<file path="src/rtl/apb_gpio_irq_pkg.sv">
// Shared constants for the APB GPIO peripheral: register offsets and pin limit.
package apb_gpio_irq_pkg;

  localparam int unsigned GpioMaxPins = 32;

  // Byte offsets within the gpio window; only paddr[4:0] is decoded.
  localparam logic [4:0] GpioDirOffs     = 5'h00;
  localparam logic [4:0] GpioOutOffs     = 5'h04;
  localparam logic [4:0] GpioInOffs      = 5'h08;
  localparam logic [4:0] GpioIrqEnOffs   = 5'h0C;
  localparam logic [4:0] GpioIrqTypeOffs = 5'h10;
  localparam logic [4:0] GpioIrqPolOffs  = 5'h14;
  localparam logic [4:0] GpioIrqPendOffs = 5'h18;
  localparam logic [4:0] GpioTglOffs     = 5'h1C;

endpackage

</file>
<file path="src/rtl/gpio_in_sync.sv">
// Two-flop input synchroniser plus one history flop, giving the synchronised
// level and single-cycle rise/fall strobes.
module gpio_in_sync #(
  parameter int unsigned Width = 8
) (
  input  logic             clk_i,
  input  logic             rst_ni,
  input  logic [Width-1:0] d_i,
  output logic [Width-1:0] in_q_o,
  output logic [Width-1:0] rise_o,
  output logic [Width-1:0] fall_o
);

  logic [Width-1:0] meta_q, in_q, hist_q;

  // Synchroniser chain; hist_q holds the previous synchronised sample.
  always_ff @(posedge clk_i or negedge rst_ni) begin
    if (!rst_ni) begin
      meta_q <= '0;
      in_q   <= '0;
      hist_q <= '0;
    end else begin
      meta_q <= d_i;
      in_q   <= meta_q;
      hist_q <= in_q;
    end
  end

  assign in_q_o = in_q;
  assign rise_o = in_q & ~hist_q;
  assign fall_o = ~in_q & hist_q;

endmodule

</file>
<file path="src/rtl/apb_gpio_irq.sv">
// APB GPIO peripheral: direction/output registers, synchronised inputs,
// per-pin level/edge interrupt detection into W1C pending bits, one irq line.
module apb_gpio_irq
  import apb_gpio_irq_pkg::*;
#(
  parameter int unsigned NrGpio    = 8,
  parameter int unsigned AddrWidth = 32
) (
  input  logic                 clk_i,
  input  logic                 rst_ni,
  input  logic                 psel_i,
  input  logic                 penable_i,
  input  logic                 pwrite_i,
  input  logic [AddrWidth-1:0] paddr_i,
  input  logic [31:0]          pwdata_i,
  output logic [31:0]          prdata_o,
  output logic                 pready_o,
  output logic                 pslverr_o,
  input  logic [NrGpio-1:0]    gpio_i,
  output logic [NrGpio-1:0]    gpio_o,
  output logic [NrGpio-1:0]    gpio_oe_o,
  output logic                 irq_o
);

  logic [NrGpio-1:0] dir_q, dir_d, out_q, out_d, en_q, en_d;
  logic [NrGpio-1:0] typ_q, typ_d, pol_q, pol_d, pend_q, pend_d;
  logic              irq_q, irq_d;
  logic [NrGpio-1:0] in_q, rise, fall, evt, clr, rdata, wdata;
  logic [4:0]        addr;
  logic              access, err, we;
  logic              unused_bits;

  gpio_in_sync #(.Width(NrGpio)) u_in_sync (
    .clk_i  (clk_i),
    .rst_ni (rst_ni),
    .d_i    (gpio_i),
    .in_q_o (in_q),
    .rise_o (rise),
    .fall_o (fall)
  );

  // Upper address bits and write-data bits above NrGpio are ignored.
  assign unused_bits = ^{paddr_i, pwdata_i};

  assign addr  = paddr_i[4:0];
  assign wdata = pwdata_i[NrGpio-1:0];
  // While reset is low the in-flight transfer is dropped, so data/err read 0.
  assign access = psel_i & penable_i & rst_ni;
  assign err    = access & ((addr[1:0] != 2'b00) | (pwrite_i & (addr == GpioInOffs)));
  assign we     = access & pwrite_i & ~err;

  // Per-pin event: edge mode picks rise/fall, level mode picks active level.
  always_comb begin
    evt = (typ_q & ((pol_q & fall) | (~pol_q & rise))) | (~typ_q & (in_q ^ pol_q));
  end

  // Register-file next state; pending set beats a same-cycle W1C clear.
  always_comb begin
    dir_d = dir_q;
    out_d = out_q;
    en_d  = en_q;
    typ_d = typ_q;
    pol_d = pol_q;
    clr   = '0;
    if (we) begin
      case (addr)
        GpioDirOffs:     dir_d = wdata;
        GpioOutOffs:     out_d = wdata;
        GpioIrqEnOffs:   en_d  = wdata;
        GpioIrqTypeOffs: typ_d = wdata;
        GpioIrqPolOffs:  pol_d = wdata;
        GpioIrqPendOffs: clr   = wdata;
        GpioTglOffs:     out_d = out_q ^ wdata;
        default:         ;
      endcase
    end
    pend_d = (pend_q & ~clr) | evt;
    irq_d  = |(pend_q & en_q);
  end

  // State registers.
  always_ff @(posedge clk_i or negedge rst_ni) begin
    if (!rst_ni) begin
      dir_q  <= '0;
      out_q  <= '0;
      en_q   <= '0;
      typ_q  <= '0;
      pol_q  <= '0;
      pend_q <= '0;
      irq_q  <= 1'b0;
    end else begin
      dir_q  <= dir_d;
      out_q  <= out_d;
      en_q   <= en_d;
      typ_q  <= typ_d;
      pol_q  <= pol_d;
      pend_q <= pend_d;
      irq_q  <= irq_d;
    end
  end

  // Read mux; OUT_TGL and undecoded offsets read 0.
  always_comb begin
    rdata = '0;
    case (addr)
      GpioDirOffs:     rdata = dir_q;
      GpioOutOffs:     rdata = out_q;
      GpioInOffs:      rdata = in_q;
      GpioIrqEnOffs:   rdata = en_q;
      GpioIrqTypeOffs: rdata = typ_q;
      GpioIrqPolOffs:  rdata = pol_q;
      GpioIrqPendOffs: rdata = pend_q;
      default:         rdata = '0;
    endcase
  end

  assign prdata_o  = (access && !err) ? 32'(rdata) : 32'd0;
  assign pslverr_o = err;
  assign pready_o  = psel_i & penable_i;
  assign gpio_o    = out_q;
  assign gpio_oe_o = dir_q;
  assign irq_o     = irq_q;

endmodule

</file>
<file path="config.mk">
export PLATFORM = sky130hd
export DESIGN_NAME = apb_gpio_irq
export DESIGN_NICKNAME = d
export VERILOG_FILES = /design/src/rtl/apb_gpio_irq_pkg.sv /design/src/rtl/gpio_in_sync.sv /design/src/rtl/apb_gpio_irq.sv
export SDC_FILE = /design/constraint.sdc
export NUM_CORES = 1
export LEC_CHECK = 0
export ABC_CLOCK_PERIOD_IN_PS = 5700
export CORE_ASPECT_RATIO = 1.25
export CORE_MARGIN = 4
export CORE_UTILIZATION = 28
export DETAILED_ROUTE_END_ITERATION = 8
export PLACE_DENSITY_LB_ADDON = 0.3
export RECOVER_POWER = 50
export SLEW_MARGIN = 5
export SYNTH_ARGS = -nofsm -noshare
export SYNTH_HDL_FRONTEND = slang
export SYNTH_SLANG_ARGS = --single-unit
export TNS_END_PERCENT = 5
</file>
<file path="constraint.sdc">
create_clock -name clk_i -period 5.7 [get_ports clk_i]
set_input_delay 1.14 -clock clk_i [delete_from_list [all_inputs] [get_ports clk_i]]
set_output_delay 1.14 -clock clk_i [all_outputs]
set_load 0.02 [all_outputs]
</file>
==> Word level (Yosys, flattened, before mapping) <==
Index checks and enable logic that the tools add are counted.
{ "totals": {"register_bits": 73, "input_bits": 77, "output_inout_bits": 51, "elab_cells": 59} }
{ "op_classes": {"eq_ne": 7, "n_mux": 5, "bitwise": 26, "reduce_logical": 11} }
{ "ops": {"columns": ["operator", "n"], "rows": [
  ["bitwise AND 8 bit", 8],
  ["case mux 8 bit (7 select lines)", 1],
  ["NOT 8 bit", 5],
  ["2-to-1 mux 8 bit", 3],
  ["OR 8 bit", 3],
  ["== test 5 bit, second input constant", 4],
  ["case mux 8 bit (2 select lines)", 1],
  ["bitwise XOR 8 bit", 2],
  ["== test 5 x 4 -> 1 bit, second input constant", 2],
  ["AND reduction 2 bit", 5],
  ["OR reduction 8 bit", 1],
  ["bitwise AND 1 bit", 6],
  ["== test 5 x 3 -> 1 bit, second input constant", 1],
  ["zero test 5 bit", 1],
  ["nonzero test 2 bit", 2],
  ["logical AND 1 bit", 1],
  ["zero test 1 bit", 1],
  ["NOT 1 bit", 1],
  ["OR 1 bit", 1]
]} }

==> Longest topological paths before layout <==
{ "logic_depth": {"depth_word": 10, "ltp_mapped": 6, "ltp_nobuf": 4} }

==> Cells and area by module <==
From an unflattened synthesis, not the netlist that was laid out.
{ "hier_totals": {"hier_cells": 338, "hier_area_um2": 3812.4} }
{ "modules_own_cells": {"columns": ["module", "instances", "cells_per_inst", "area_per_inst_um2", "seq_area_each_um2"], "rows": [
  ["apb_gpio_irq", 1, 298, 3071.7, 1226.2],
  ["gpio_in_sync", 1, 40, 740.7, 600.6]
]} }

==> Least setup slack after synthesis <==
OpenSTA, ideal clock, no wires.
{ "synth_path": {"path_type": "in2out", "startpoint": "in paddr_i[4]", "endpoint": "out prdata_o[0]", "arrival_ps": 2685, "required_ps": 4560, "slack_ps": 1875, "stages": 5, "n_path_buf": 1, "cell_sequence": "clkbuf_1 or4b_2 nor2_1 a221oi_1 a21oi_1"} }
{ "synth_via": {"elab_chain_cells": 7, "elab_cells_between_ends": 14, "classes_between": "6 x eq/ne; 2 x mux; 3 x bitwise; 3 x reduce/logical"} }
{ "synth_rtl": {"columns": ["element", "line_no", "text"], "rows": [
  ["start: declaration", "apb_gpio_irq.sv:14", "input logic [AddrWidth-1:0] paddr_i,"],
  ["== test 5 x 4 -> 1 bit", "apb_gpio_irq.sv:49, apb_gpio_irq.sv:105", null],
  ["bitwise AND 1 bit", "apb_gpio_irq.sv:49", "assign err = access & ((addr[1:0] != 2'b00) | (pwrite_i & (addr == GpioInOffs)));"],
  ["OR 1 bit", "apb_gpio_irq.sv:49", null],
  ["bitwise AND 1 bit", "apb_gpio_irq.sv:49", null],
  ["zero test 1 bit", "apb_gpio_irq.sv:117", "assign prdata_o = (access && !err) ? 32'(rdata) : 32'd0;"],
  ["logical AND 1 bit", "apb_gpio_irq.sv:117", null],
  ["2-to-1 mux 8 bit (*)", "apb_gpio_irq.sv:117", null],
  ["end: declaration", "apb_gpio_irq.sv:16", "output logic [31:0] prdata_o,"]
]} }
Every way passes the cells marked *; elsewhere a longest branch is shown, timed or not.

==> Worst setup path after layout <==
{ "layout_path": {"startpoint": "in paddr_i[1]", "endpoint": "out prdata_o[2]"} }
The elaborated chain is that of the path after synthesis.

==> flow_metrics.env <==
export IMPL_die_h_um=135
export IMPL_timing_rr_start="pend_q[6]$_DFF_PN0_"
export IMPL_ys_warn_count=0
export IMPL_r2r_cells=2
export IMPL_drive_above_1_share_pct=15.8
export IMPL_area_delta_synth_final_pct=26.0
export IMPL_powerDensity_nw_per_um2=285
export IMPL_grt_pass1_wl_um=15300
export IMPL_via_per_inst=4.99
export IMPL_drv_cap=1
export IMPL_fin_cells=550
export IMPL_postCtsHoldBufs=0
export IMPL_nNetsFinal=458
export IMPL_slew_viol_final=47
export IMPL_worst_pin_slew_ps=2530
export IMPL_synth_distinct_cells=37
export IMPL_antenna_found_initial=0
export IMPL_io_buffers=52
export IMPL_die_w_um=109
export IMPL_final_cell_mix="dfrtp_1, clkdlybuf4s50_1, mux2_2, nand2_1, nor2_1"
export IMPL_core_um2=12300
export IMPL_postRouteAntennaNets=0
export IMPL_clkTransAtPathRegs_ps=50
export IMPL_synth_seq_area_share_pct=50.9
export IMPL_num_io_pins=128
export IMPL_fin_crit_sh_pct=87.7
export IMPL_drtIter0Drc=144
export IMPL_reg2reg_to="irq_o$_DFF_PN0_"
export IMPL_finalSetupViolations=0
export IMPL_cts_tree="built"
export IMPL_clock_fmax_mhz=200
export IMPL_hp_class="reg2reg"
export IMPL_first_global_vias=2763
export IMPL_r2r_slack_ps=4680
export IMPL_path_class="in2out"
export IMPL_start_kind="input pin"
export IMPL_wire_per_inst_um=17.5
export IMPL_start_util_pct=29.1
export IMPL_crit_path_end_kind="output port"
export IMPL_post_cts_resize_count=0
export IMPL_cts_root_buffer="clkbuf_16"
export IMPL_crit_required_ps=4560
export IMPL_worstSkewPairLatency_ps=330
export IMPL_dp_cells=534
export IMPL_clkSinkCount=73
export IMPL_cp_common_cell="clkdlybuf4s50_1"
export IMPL_rsz0062_at_grt="no"
export IMPL_diodes=0
export IMPL_worstHoldStart="u_in_sync.meta_q[0]$_DFF_PN0_"
export IMPL_numCtsBuffers=9
export IMPL_syn_mean_instance_area_um2=11.0
export IMPL_vdd_drop_max_mv=0.120
export IMPL_hold_path_depth=0
export IMPL_grt_use_total_pct=13.6
export IMPL_synthCells=326
export IMPL_multi_input_area_um2=1570
export IMPL_cp_arrival_ps=3860
export IMPL_cpMaxStageDelayCell="or4b_2"
export IMPL_fin_crit_ps=5000
export IMPL_crit_path_cell_trace="clkdlybuf4s50_1 -> or4b_2 -> nor2_1 -> a221oi_1 -> a21oi_1 -> clkdlybuf4s50_1"
export IMPL_vias=2747
export IMPL_final_common_cell="dfrtp_1"
export IMPL_slowest_delay_ps=830
export IMPL_grt_overflow=0
export IMPL_firstDrtPassIters=5
export IMPL_crit_fanout=5
export IMPL_seqCellArea_um2=1830
export IMPL_syn_area_um2=3590
export IMPL_routabilityCongestion=0.802
export IMPL_clock_path_buffers=2
export IMPL_n_fill_cell=1232
export IMPL_cellLeakagePower_nw=1.92
export IMPL_fin_skew_ps=5.50
export IMPL_tns_ps=0
export IMPL_hold_violations=0
export IMPL_synth_seq_cells=73
export IMPL_dp_hpwl_um=6630
export IMPL_cts_htree_levels=3
export IMPL_wl_um=9630
export IMPL_slew_headroom_pct=-68.6
export IMPL_post_cts_buffers=0
export IMPL_die_area_um2=14700
export IMPL_violations="max-capacitance violations, max-slew violations"
export IMPL_outcome="finished with violations"
export IMPL_rows=45
export IMPL_min_to="u_in_sync.in_q_o[0]$_DFF_PN0_"
export IMPL_drc=0
export IMPL_grt_max_degree=47
layer usage:
layer | GRT usage [%] | part of all wire (%)
met1 | 18.4 | 44
met4 | 4.44 | 1.5
met5 | 0 | 0
met3 | 3.92 | 6.6
met2 | 21.0 | 48
power breakdown:
| part | leakage (nW) | switching [W] | internal (W) |
|---|---|---|---|
| sequential | 0.915 | 0.0000159 | 0.000540 |
| combinational | 0.841 | 0.0000749 | 0.0000506 |
| clock | 0.159 | 0.000210 | 0.000394 |
| total | 1.92 | 0.000300 | 0.000985 |
Yosys cell counts, drive strengths merged:
| cell | count | share of area [%] |
|---|---|---|
| a211oi | 11 | 2.3 |
| and4 | 1 | 0.24 |
| mux2 | 36 | 11 |
| o2111ai | 1 | 0.24 |
| conb | 1 | 0.10 |
| a31oi | 2 | 0.35 |
| o22ai | 10 | 1.7 |
| nor3b | 2 | 0.73 |
| or4b | 3 | 0.84 |
| nand2b | 2 | 0.35 |
| nor3 | 2 | 0.28 |
| a21oi | 20 | 2.8 |
| nand3 | 2 | 0.28 |
| o32ai | 6 | 1.5 |
| dfrtp | 73 | 51 |
| nand4b | 1 | 0.24 |
| mux2i | 18 | 5.0 |
| o21ai | 1 | 0.14 |
| and3 | 2 | 0.35 |
| a21o | 1 | 0.21 |
| nand2 | 31 | 3.2 |
| a22oi | 8 | 1.7 |
| nor4 | 1 | 0.17 |
| a221o | 8 | 2.2 |
| buf | 32 | 6.2 |
| inv | 10 | 1.0 |
| and2 | 2 | 0.35 |
| a221oi | 4 | 0.98 |
| nand4 | 4 | 0.70 |
| nor2 | 26 | 2.9 |
| clkbuf | 5 | 0.52 |
critical path, delay by kind of cell:
family	cells	cell delay, ps
buf+inv	2	1140
simple gates	2	1190
compound gates	2	380
worst max path at each step:
stage,start,endpoint,slack [ps],cells past startpoint
finish,paddr_i[1],prdata_o[2],700,6
global route,paddr_i[1],prdata_o[5],610,6
CTS,paddr_i[1],prdata_o[1],700,6
detailed placement,paddr_i[1],prdata_o[5],710,6
global placement,paddr_i[1],prdata_o[2],740,6
floorplan,paddr_i[4],prdata_o[0],1880,5
metrics by stage:
stage	area, µm²	power [W]	setup slack [ps]	util, %	hold WS (ps)
after CTS	4520	0.00130	704	36.7	348
final	4520	0.00129	701	36.6	345
after global routing	4520	0.00134	606	36.6	349
after floorplan	3670	0.000642	1880	-	331
after global placement	4200	0.000689	739	34.1	333
after detailed placement	4200	0.000693	708	34.1	336
registers in the layout (all words and copies together), names as in the netlist:
name / count
en_q: 8
gpio_o: 8
gpio_oe_o: 8
irq_o: 1
pend_q: 8
pol_q: 8
typ_q: 8
u_in_sync.hist_q: 8
u_in_sync.in_q_o: 8
u_in_sync.meta_q: 8
cell families (layout without fill, tap and decap cells):
group,count (synthesis),after routing,share of synthesized area (%)
AO/OA/AOI/OAI,72,72,14.1
other,1,24,0.105
flip-flops,73,73,50.9
AND/OR/NAND/NOR,79,79,10.7
multiplexers,54,54,16.3
buffers and inverters,47,84,7.78
area by class of cell:
cell class / instances / area share, %
sequential: 73 / 40.4
multi-input combinational: 229 / 34.7
timing repair buffer: 58 / 12.4
clock buffer: 11 / 5.37
tap: 164 / 4.54
clock inverter: 5 / 1.75
inverter: 10 / 0.831
No activity file was read; power rests on OpenSTA's default activity.
